**src/rtl/imem_arb_pkg.sv**
```systemverilog
// Shared types and helpers for the instruction/data memory port arbiter.
// Owner encoding tracks which requester the next cycle's read data belongs to.
package imem_arb_pkg;

  typedef enum logic [1:0] {
    OWN_NONE,
    OWN_I,
    OWN_D
  } owner_t;

  localparam int WORD_OFF_BITS = 2;
  localparam int ADDR_MAX_W    = 64;

  // Word index of a byte address; callers truncate to their depth.
  function automatic logic [ADDR_MAX_W-1:0] word_idx(
    input logic [ADDR_MAX_W-1:0] addr
  );
    return addr >> WORD_OFF_BITS;
  endfunction

endpackage

```
**src/rtl/arb_starve_ctr.sv**
```systemverilog
// Saturating count of data grants taken while fetch is waiting.
// at_max_o tells the arbiter to hand the next grant to fetch.
module arb_starve_ctr #(
  parameter int STARVE_MAX = 4
) (
  input  logic clk,
  input  logic reset,
  input  logic inc_i,
  input  logic clr_i,
  output logic at_max_o
);

  localparam int CW = (STARVE_MAX > 0) ? $clog2(STARVE_MAX + 1) : 1;

  logic [CW-1:0] cnt_q;
  logic [CW-1:0] cnt_d;

  assign at_max_o = (cnt_q == CW'(STARVE_MAX));

  always_comb begin
    cnt_d = cnt_q;
    if (clr_i) begin
      cnt_d = '0;
    end else if (inc_i && !at_max_o) begin
      cnt_d = cnt_q + 1'b1;
    end
  end

  always_ff @(posedge clk) begin
    if (reset) begin
      cnt_q <= '0;
    end else begin
      cnt_q <= cnt_d;
    end
  end

endmodule

```
**src/rtl/imem_port_arbiter.sv**
```systemverilog
// Shares one single-port word memory between fetch and load/store.
// Data wins contention unless fetch has been starved STARVE_MAX times.
module imem_port_arbiter
  import imem_arb_pkg::*;
#(
  parameter int ADDR_W     = 32,
  parameter int DATA_W     = 32,
  parameter int DEPTH_LOG2 = 6,
  parameter int STARVE_MAX = 4
) (
  input  logic                  clk,
  input  logic                  reset,
  input  logic                  i_req,
  input  logic [ADDR_W-1:0]     i_addr,
  output logic                  i_gnt,
  output logic                  i_rvalid,
  output logic [DATA_W-1:0]     i_rdata,
  input  logic                  d_req,
  input  logic                  d_we,
  input  logic [ADDR_W-1:0]     d_addr,
  input  logic [DATA_W-1:0]     d_wdata,
  output logic                  d_gnt,
  output logic                  d_rvalid,
  output logic [DATA_W-1:0]     d_rdata,
  output logic                  d_misalign,
  output logic [DEPTH_LOG2-1:0] mem_addr,
  output logic                  mem_we,
  output logic [DATA_W-1:0]     mem_wdata,
  input  logic [DATA_W-1:0]     mem_rdata
);

  logic                  at_max;
  logic [DEPTH_LOG2-1:0] i_widx;
  logic [DEPTH_LOG2-1:0] d_widx;
  logic [DEPTH_LOG2-1:0] addr_q;
  logic [DEPTH_LOG2-1:0] addr_d;
  owner_t                owner_q;
  owner_t                owner_d;

  always_comb begin
    i_gnt = 1'b0;
    d_gnt = 1'b0;
    if (!reset) begin
      if (d_req && !(i_req && at_max)) begin
        d_gnt = 1'b1;
      end else if (i_req) begin
        i_gnt = 1'b1;
      end
    end
  end

  arb_starve_ctr #(
    .STARVE_MAX(STARVE_MAX)
  ) u_starve (
    .clk     (clk),
    .reset   (reset),
    .inc_i   (d_gnt & i_req),
    .clr_i   (i_gnt | ~i_req),
    .at_max_o(at_max)
  );

  assign i_widx = DEPTH_LOG2'(word_idx(ADDR_MAX_W'(i_addr)));
  assign d_widx = DEPTH_LOG2'(word_idx(ADDR_MAX_W'(d_addr)));

  // Idle cycles keep presenting the last granted address.
  always_comb begin
    mem_addr = addr_q;
    if (d_gnt) begin
      mem_addr = d_widx;
    end else if (i_gnt) begin
      mem_addr = i_widx;
    end
  end

  assign addr_d     = mem_addr;
  assign mem_we     = d_gnt & d_we;
  assign mem_wdata  = d_wdata;
  assign d_misalign = d_gnt & (|d_addr[WORD_OFF_BITS-1:0]);

  always_comb begin
    owner_d = OWN_NONE;
    unique case (1'b1)
      i_gnt:           owner_d = OWN_I;
      (d_gnt & ~d_we): owner_d = OWN_D;
      default:         owner_d = OWN_NONE;
    endcase
  end

  always_ff @(posedge clk) begin
    if (reset) begin
      owner_q <= OWN_NONE;
      addr_q  <= '0;
    end else begin
      owner_q <= owner_d;
      addr_q  <= addr_d;
    end
  end

  // Reset kills a read still in flight from the cycle before.
  assign i_rvalid = ~reset & (owner_q == OWN_I);
  assign d_rvalid = ~reset & (owner_q == OWN_D);
  assign i_rdata  = mem_rdata;
  assign d_rdata  = mem_rdata;

endmodule

```
**config.mk**
```make
export PLATFORM = sky130hd
export DESIGN_NAME = imem_port_arbiter
export DESIGN_NICKNAME = d
export VERILOG_FILES = /design/src/rtl/imem_arb_pkg.sv /design/src/rtl/arb_starve_ctr.sv /design/src/rtl/imem_port_arbiter.sv
export SDC_FILE = /design/constraint.sdc
export NUM_CORES = 1
export LEC_CHECK = 0
export CORE_AREA = 4 4 92 94
export DETAILED_ROUTE_END_ITERATION = 16
export DIE_AREA = 0 0 96 98
export GPL_TIMING_DRIVEN = 0
export HOLD_SLACK_MARGIN = 0.08
export PLACE_DENSITY_LB_ADDON = 0.25
export SLEW_MARGIN = 20
export SYNTH_ARGS = -nofsm -noshare
export SYNTH_HDL_FRONTEND = slang
export SYNTH_SLANG_ARGS = --single-unit
```
**constraint.sdc**
```tcl
create_clock -name clk -period 1.4 [get_ports clk]
set_input_delay 0.28 -clock clk [delete_from_list [all_inputs] [get_ports clk]]
set_output_delay 0.28 -clock clk [all_outputs]
set_load 0.02 [all_outputs]
```
==> results of run 1 <==
cell usage after synthesis:
library cell	number
buf_4	96
dfxtp_1	11
nand2_1	7
nand3_1	7
a21oi_1	6
a32oi_1	6
nor3b_1	4
buf_6	3
inv_1	3
and2_2	2
ha_1	2
nor2_1	2
nor2b_2	2
a21bo_2	1
and2_1	1
and3_1	1
buf_2	1
mux2i_1	1
nor2b_1	1
o21a_1	1
o21bai_1	1
critical path, cell delays in order, from the launching register on:
cell and delay, ns:
dfxtp_2 0.33, inv_2 0.04, ha_4 0.17, a21bo_4 0.24
a32oi_2 0.23, nand2_2 0.07, buf_6 0.13
cells by family after synthesis:
family          after synthesis  share of synthesized area
flops                        11                      0.172
fa+ha+maj                     2                     0.0195
buf+inv                     103                      0.600
simple gates                 27                      0.117
compound gates               15                     0.0838
mux                           1                    0.00780
per-layer routing:
| metal | vias to the layer above | wire, um |
|---|---|---|
| met5 | - | 0 |
| met3 | 9 | 749 |
| li1 | 688 | - |
| met4 | 0 | 76 |
| met2 | 120 | 2120 |
| met1 | 587 | 1420 |
flip-flops by register name, summed over array words and instances (netlist names):
| signal | count |
|---|---|
| u_starve.cnt_q | 3 |
| owner_q | 2 |
| addr_q | 6 |
worst min path at each step:
stage | to | slack [ns] | depth (start not counted) | start
after floorplan | owner_q[1] | 0.35 | 1 | d_we
after global placement | u_starve.cnt_q[0] | 0.42 | 1 | u_starve.cnt_q[0]
after detailed placement | u_starve.cnt_q[0] | 0.43 | 1 | u_starve.cnt_q[0]
after CTS | u_starve.cnt_q[0] | 0.51 | 2 | u_starve.cnt_q[0]
after global routing | u_starve.cnt_q[0] | 0.53 | 2 | u_starve.cnt_q[0]
final | u_starve.cnt_q[0] | 0.51 | 2 | u_starve.cnt_q[0]
power breakdown:
part	leakage, nW	switching (mW)	internal, mW	total [mW]
Sequential	0.0909	0.00623	0.328	0.334
Combinational	1.18	0.382	0.538	0.920
Clock	0.0255	0.121	0.196	0.316
Total	1.29	0.509	1.06	1.57
layout make-up:
cell class,count,area (sq um)
Buffer,99,751
Clock buffer,3,41.3
Clock inverter,1,5.00
Fill cell,784,4760
Inverter,3,11.3
Multi-Input combinational cell,45,430
Sequential cell,11,223
Tap cell,102,128
Timing Repair Buffer,133,1300
timing repair:
action | CTS | global route
resized for setup | 80 | 10
endpoints found under the setup margin | 18 | 13
hold buffers | 0 | 0
setup buffers | 6 | 1
pin swaps | 6 | 3
==> impl_metrics.env, run 1 <==
export IMPL_max_freq_mhz=572
export IMPL_final_max_slew_violation_count=0
export IMPL_port_buffers=126
export IMPL_syn_num_nets=294
export IMPL_clockBufferDepth=2
export IMPL_power_mw=1.57
export IMPL_hold_viol_final=0
export IMPL_use_met2=0.151
export IMPL_globalplace_congestion=0.648
export IMPL_start_kind="flop"
export IMPL_top_usage_layer="met2"
export IMPL_fin_setup_tns_ns=-2.70
export IMPL_violations="setup timing"
export IMPL_initial_utilization=0.168
export IMPL_clk_latency_ns=0.24
export IMPL_fin_skew_ns=0.00638
export IMPL_rsz0062_at_grt="true"
export IMPL_critical_path_startpoint="u_starve.cnt_q[1]"
export IMPL_path_max_fanout=6
export IMPL_h_tree_depth=1
export IMPL_layout_common_cells="clkdlybuf4s50_1 (111), buf_4 (106), buf_6 (10)"
export IMPL_setup_viol=10
export IMPL_grt_use_total=0.0835
export IMPL_finalCritPeriodShare=1.25
export IMPL_cts_buffers=3
export IMPL_period_minus_slack_ns=1.75
export IMPL_final_area_sq_mm=0.00289
export IMPL_core_area_sq_mm=0.00765
export IMPL_ir_worst_vdd_uv=297
export IMPL_r2r_slack_ns=0.05
export IMPL_yosysSeqAreaShare=0.172
export IMPL_drt_vias_per_instance=3.54
export IMPL_die_area_sq_mm=0.00941
export IMPL_drtIter0Drc=20
export IMPL_insertedDiodeCount=0
export IMPL_grt_max_degree=11
export IMPL_hp_class="reg -> reg"
export IMPL_std_cell_rows=32
export IMPL_cts_tree="yes"
export IMPL_use_met1=0.0810
export IMPL_pin_count=241
export IMPL_antenna_found_initial=0
export IMPL_ys_types=21
export IMPL_crit_required_ns=1.12
export IMPL_r2r_start="u_starve.cnt_q[1]"
export IMPL_wl_um=4360
export IMPL_synth_largest_area_cell="buf_4"
export IMPL_stdcell_count=397
export IMPL_ys_warn_count=0
export IMPL_rr_endpoint="owner_q[0]"
export IMPL_overflow=0
export IMPL_crit_end="mem_addr[5]"
export IMPL_dpl_hpwl_um=3780
export IMPL_relSlewSlack=0.811
export IMPL_synth_area_top_cells="buf_4 (56%), dfxtp_1 (17%), a32oi_1 (4.1%)"
export IMPL_grt_util_met3=0.0401
export IMPL_die_height_um=98
export IMPL_die_w_um=96
export IMPL_final_nets=431
export IMPL_synth_top_cell_area_share=0.561
export IMPL_dp_cells=387
export IMPL_drive_gt1_frac=0.519
export IMPL_syn_avg_cell_area_sq_um=8.07
export IMPL_fin_ws_ns=-0.347
export IMPL_status="complete, but fails checks"
export IMPL_synth_seq_cells=11
export IMPL_cts_reportedPaths_clkPinSlew_ns=0.05
export IMPL_area_delta_synth_final_pct=125
export IMPL_post_route_util=0.378
export IMPL_wl_per_cell_um=11.0
export IMPL_tightest_slew_ns=0.282
export IMPL_grt_pass1_vias=1406
export IMPL_whs_ns=0.509
export IMPL_dp_slack_ns=-1.11
export IMPL_via_count=1404
export IMPL_powerDensity_mw_per_mm2=544
export IMPL_crit_type="reg -> out"
export IMPL_grt_pass1_wl_um=6250
export IMPL_drtAntennaViolNets=0
export IMPL_dpl_cell_area_sq_mm=0.00273
export IMPL_r2r_cells=6
export IMPL_root_buffer="clkbuf_8"
export IMPL_final_common_cell="clkdlybuf4s50_1"
export IMPL_end_kind="output pin"
export IMPL_cap_viol_max_count=0
export IMPL_synth_cells=159
export IMPL_drc=0
export IMPL_drtPass1Iterations=4
export IMPL_synth_cell_area_sq_mm=0.00128
export IMPL_cp_data_arrival_time_ns=1.47
export IMPL_cts_sinks=11
export IMPL_p_leak_nw=1.29
(Power assumes the default switching activity.)
==> run 2, diff against run 1 <==
--- a/config.mk
+++ b/config.mk
@@ -5,6 +5,7 @@
 export SDC_FILE = /design/constraint.sdc
 export NUM_CORES = 1
 export LEC_CHECK = 0
+export CAP_MARGIN = 20
 export CORE_AREA = 4 4 92 94
 export DETAILED_ROUTE_END_ITERATION = 16
 export DIE_AREA = 0 0 96 98
==> results of run 2 <==
Final layout, timing and power as in run 1 (identical DEF).
==> run 3, diff against run 2 <==
--- a/config.mk
+++ b/config.mk
@@ -6,9 +6,11 @@
 export NUM_CORES = 1
 export LEC_CHECK = 0
 export CAP_MARGIN = 20
-export CORE_AREA = 4 4 92 94
+export CELL_PAD_IN_SITES_DETAIL_PLACEMENT = 2
+export CELL_PAD_IN_SITES_GLOBAL_PLACEMENT = 2
+export CORE_MARGIN = 4
+export CORE_UTILIZATION = 10
 export DETAILED_ROUTE_END_ITERATION = 16
-export DIE_AREA = 0 0 96 98
 export GPL_TIMING_DRIVEN = 0
 export HOLD_SLACK_MARGIN = 0.08
 export PLACE_DENSITY_LB_ADDON = 0.25
==> constraint.sdc (replaced) <==
create_clock -name clk -period 1.4 [get_ports clk]
set_input_delay 0.21 -clock clk [delete_from_list [all_inputs] [get_ports clk]]
set_output_delay 0.21 -clock clk [all_outputs]
set_load 0.02 [all_outputs]
==> run 3 against run 2 <==
Effect of this change:
- the flow still finishes with violations (setup timing)
- sequential share of layout area decreased by 0.57 points
- die area up 56%
- core utilization down 13 points
- critical path type unchanged
- highest routed layer unchanged
==> impl_metrics.env, run 3 (same netlist as run 1, synthesis figures left out) <==
export IMPL_reg_top3="addr_q x6, u_starve.cnt_q x3, owner_q x2"
export IMPL_end_kind="output pin"
export IMPL_status="complete, but fails checks"
export IMPL_drtPass1Iterations=2
export IMPL_std_cell_rows=41
export IMPL_powerDensity_mw_per_mm2=588
export IMPL_cp_data_arrival_time_ns=1.48
export IMPL_final_common_cell="clkdlybuf4s50_1"
export IMPL_seqPwrFrac=0.183
export IMPL_ir_worst_vdd_uv=292
export IMPL_port_buffers=126
export IMPL_cts_reportedPaths_clkPinSlew_ns=0.04
export IMPL_final_max_slew_violation_count=0
export IMPL_drc=0
export IMPL_drive_gt1_frac=0.535
export IMPL_h_tree_depth=1
export IMPL_globalplace_congestion=0.662
export IMPL_grt_pass1_wl_um=8280
export IMPL_via_count=1494
export IMPL_setup_viol=11
export IMPL_cts_tree="yes"
export IMPL_cts_buffers=3
export IMPL_fin_skew_ns=0.00188
export IMPL_cts_sinks=11
export IMPL_grt_max_degree=11
export IMPL_final_nets=439
export IMPL_regMostFlops="addr_q"
export IMPL_stdcell_count=475
export IMPL_p_leak_nw=1.35
export IMPL_swShare=0.305
export IMPL_tightest_slew_ns=0.330
export IMPL_die_w_um=121
export IMPL_violations="setup timing"
export IMPL_drt_vias_per_instance=3.15
export IMPL_finalCritPeriodShare=1.21
export IMPL_layout_common_cells="clkdlybuf4s50_1 (111), buf_4 (110), buf_6 (14)"
export IMPL_wl_per_cell_um=11.9
export IMPL_clockBufferDepth=2
export IMPL_area_delta_synth_final_pct=143
export IMPL_overflow=0
export IMPL_drtAntennaViolNets=0
export IMPL_pin_count=241
export IMPL_grt_use_total=0.0699
export IMPL_hold_viol_final=0
export IMPL_fill_cells=1485
export IMPL_dpl_hpwl_um=4730
export IMPL_period_minus_slack_ns=1.69
export IMPL_max_freq_mhz=591
export IMPL_root_buffer="clkbuf_16"
export IMPL_dp_cells=457
export IMPL_core_area_sq_mm=0.0126
export IMPL_path_max_fanout=5
export IMPL_fin_ws_ns=-0.292
export IMPL_hp_class="in -> reg"
export IMPL_wl_um=5650
export IMPL_clk_latency_ns=0.24
export IMPL_drtIter0Drc=12
export IMPL_antenna_found_initial=0
export IMPL_power_share_clock=0.289
export IMPL_combinationalPowerShare=0.528
export IMPL_grt_pass1_vias=1672
export IMPL_relSlewSlack=0.780
export IMPL_crit_type="reg -> out"
export IMPL_switchingPower_mw=0.559
export IMPL_initial_utilization=0.102
export IMPL_post_route_util=0.247
export IMPL_rsz0062_at_grt="true"
export IMPL_start_kind="flop"
export IMPL_crit_required_ns=1.19
export IMPL_insertedDiodeCount=0
export IMPL_die_height_um=121
export IMPL_intPower_mw=1.28
export IMPL_die_area_sq_mm=0.0147
export IMPL_cap_viol_max_count=0
export IMPL_largest_reg_flops=6
==> run 3: cell types whose count changed in the layout (fill, tap and decap cells not counted), moves of 2 or more <==
cell | previous run | this run
buf_4 | 106 | 110
buf_6 | 10 | 14
clkbuf_16 | 0 | 3
clkbuf_8 | 3 | 0
nand2_1 | 3 | 1
nand2_2 | 4 | 6
==> run 3: area by class of cell <==
| type | instances | area (sq um) | area share |
|---|---|---|---|
| tap | 172 | 215 | 0.0689 |
| clock buffer | 4 | 78.8 | 0.0253 |
| multi-input combinational | 46 | 468 | 0.150 |
| inverter | 3 | 11.3 | 0.00361 |
| sequential | 11 | 223 | 0.0713 |
| buffer | 99 | 754 | 0.242 |
| timing repair buffer | 140 | 1370 | 0.439 |
==> run 3: repair_timing <==
item                       in CTS  in global routing
gates resized for setup        87                 14
buffers inserted               11                  3
setup endpoints to repair      19                 11
hold buffers                    0                  0
cloned                          1                  0
pin swaps                      12                  7
==> run 3: routing by layer <==
| metal | part of all wire | vias to the layer above | GRT usage | wire, um |
|---|---|---|---|---|
| li1 | - | 707 | - | - |
| met3 | 0.13 | 2 | 0.0336 | 755 |
| met5 | 0 | - | 0 | 0 |
| met1 | 0.31 | 684 | 0.0661 | 1750 |
| met4 | 0.0055 | 0 | 0.0147 | 31 |
| met2 | 0.55 | 101 | 0.135 | 3110 |
==> run 3: critical path, cell delays in order (launching register included) <==
cell,delay (ns)
dfxtp_2,0.33
inv_2,0.04
ha_4,0.17
a21bo_4,0.25
a32oi_2,0.22
nand2_2,0.09
buf_6,0.14
==> run 3: power groups by stage <==
stage               Clock (mW)  Sequential [mW]  Combinational (mW)
floorplan                    0            0.339               0.508
global route             0.563            0.336                1.03
finish                   0.531            0.336               0.969
detailed placement           0            0.340               0.917
global placement             0            0.340               0.907
CTS                      0.543            0.335               0.959
==> run 3: final timing paths <==
| kind | start | end | slack (ns) | depth (start not counted) |
|---|---|---|---|---|
| setup / recovery | u_starve.cnt_q[1] | mem_addr[5] | -0.29 | 6 |
| hold / removal | i_req | u_starve.cnt_q[2] | 0.47 | 3 |
| setup reg to reg | u_starve.cnt_q[1] | u_starve.cnt_q[1] | -0.03 | 7 |
| hold reg to reg | u_starve.cnt_q[0] | u_starve.cnt_q[0] | 0.51 | 2 |
==> run 3: per-stage QoR <==
stage	power (mW)	TNS (ns)	worst slack [ns]	hold WS [ns]	area (sq um)
after floorplan	0.847	0	0.00670	0.282	1330
after global placement	1.25	-13.32	-1.11	0.413	2810
after detailed placement	1.26	-13.48	-1.11	0.413	2810
after CTS	1.84	-2.12	-0.303	0.469	3030
after global routing	1.92	-2.63	-0.342	0.530	3120
final	1.84	-2.02	-0.292	0.468	3120
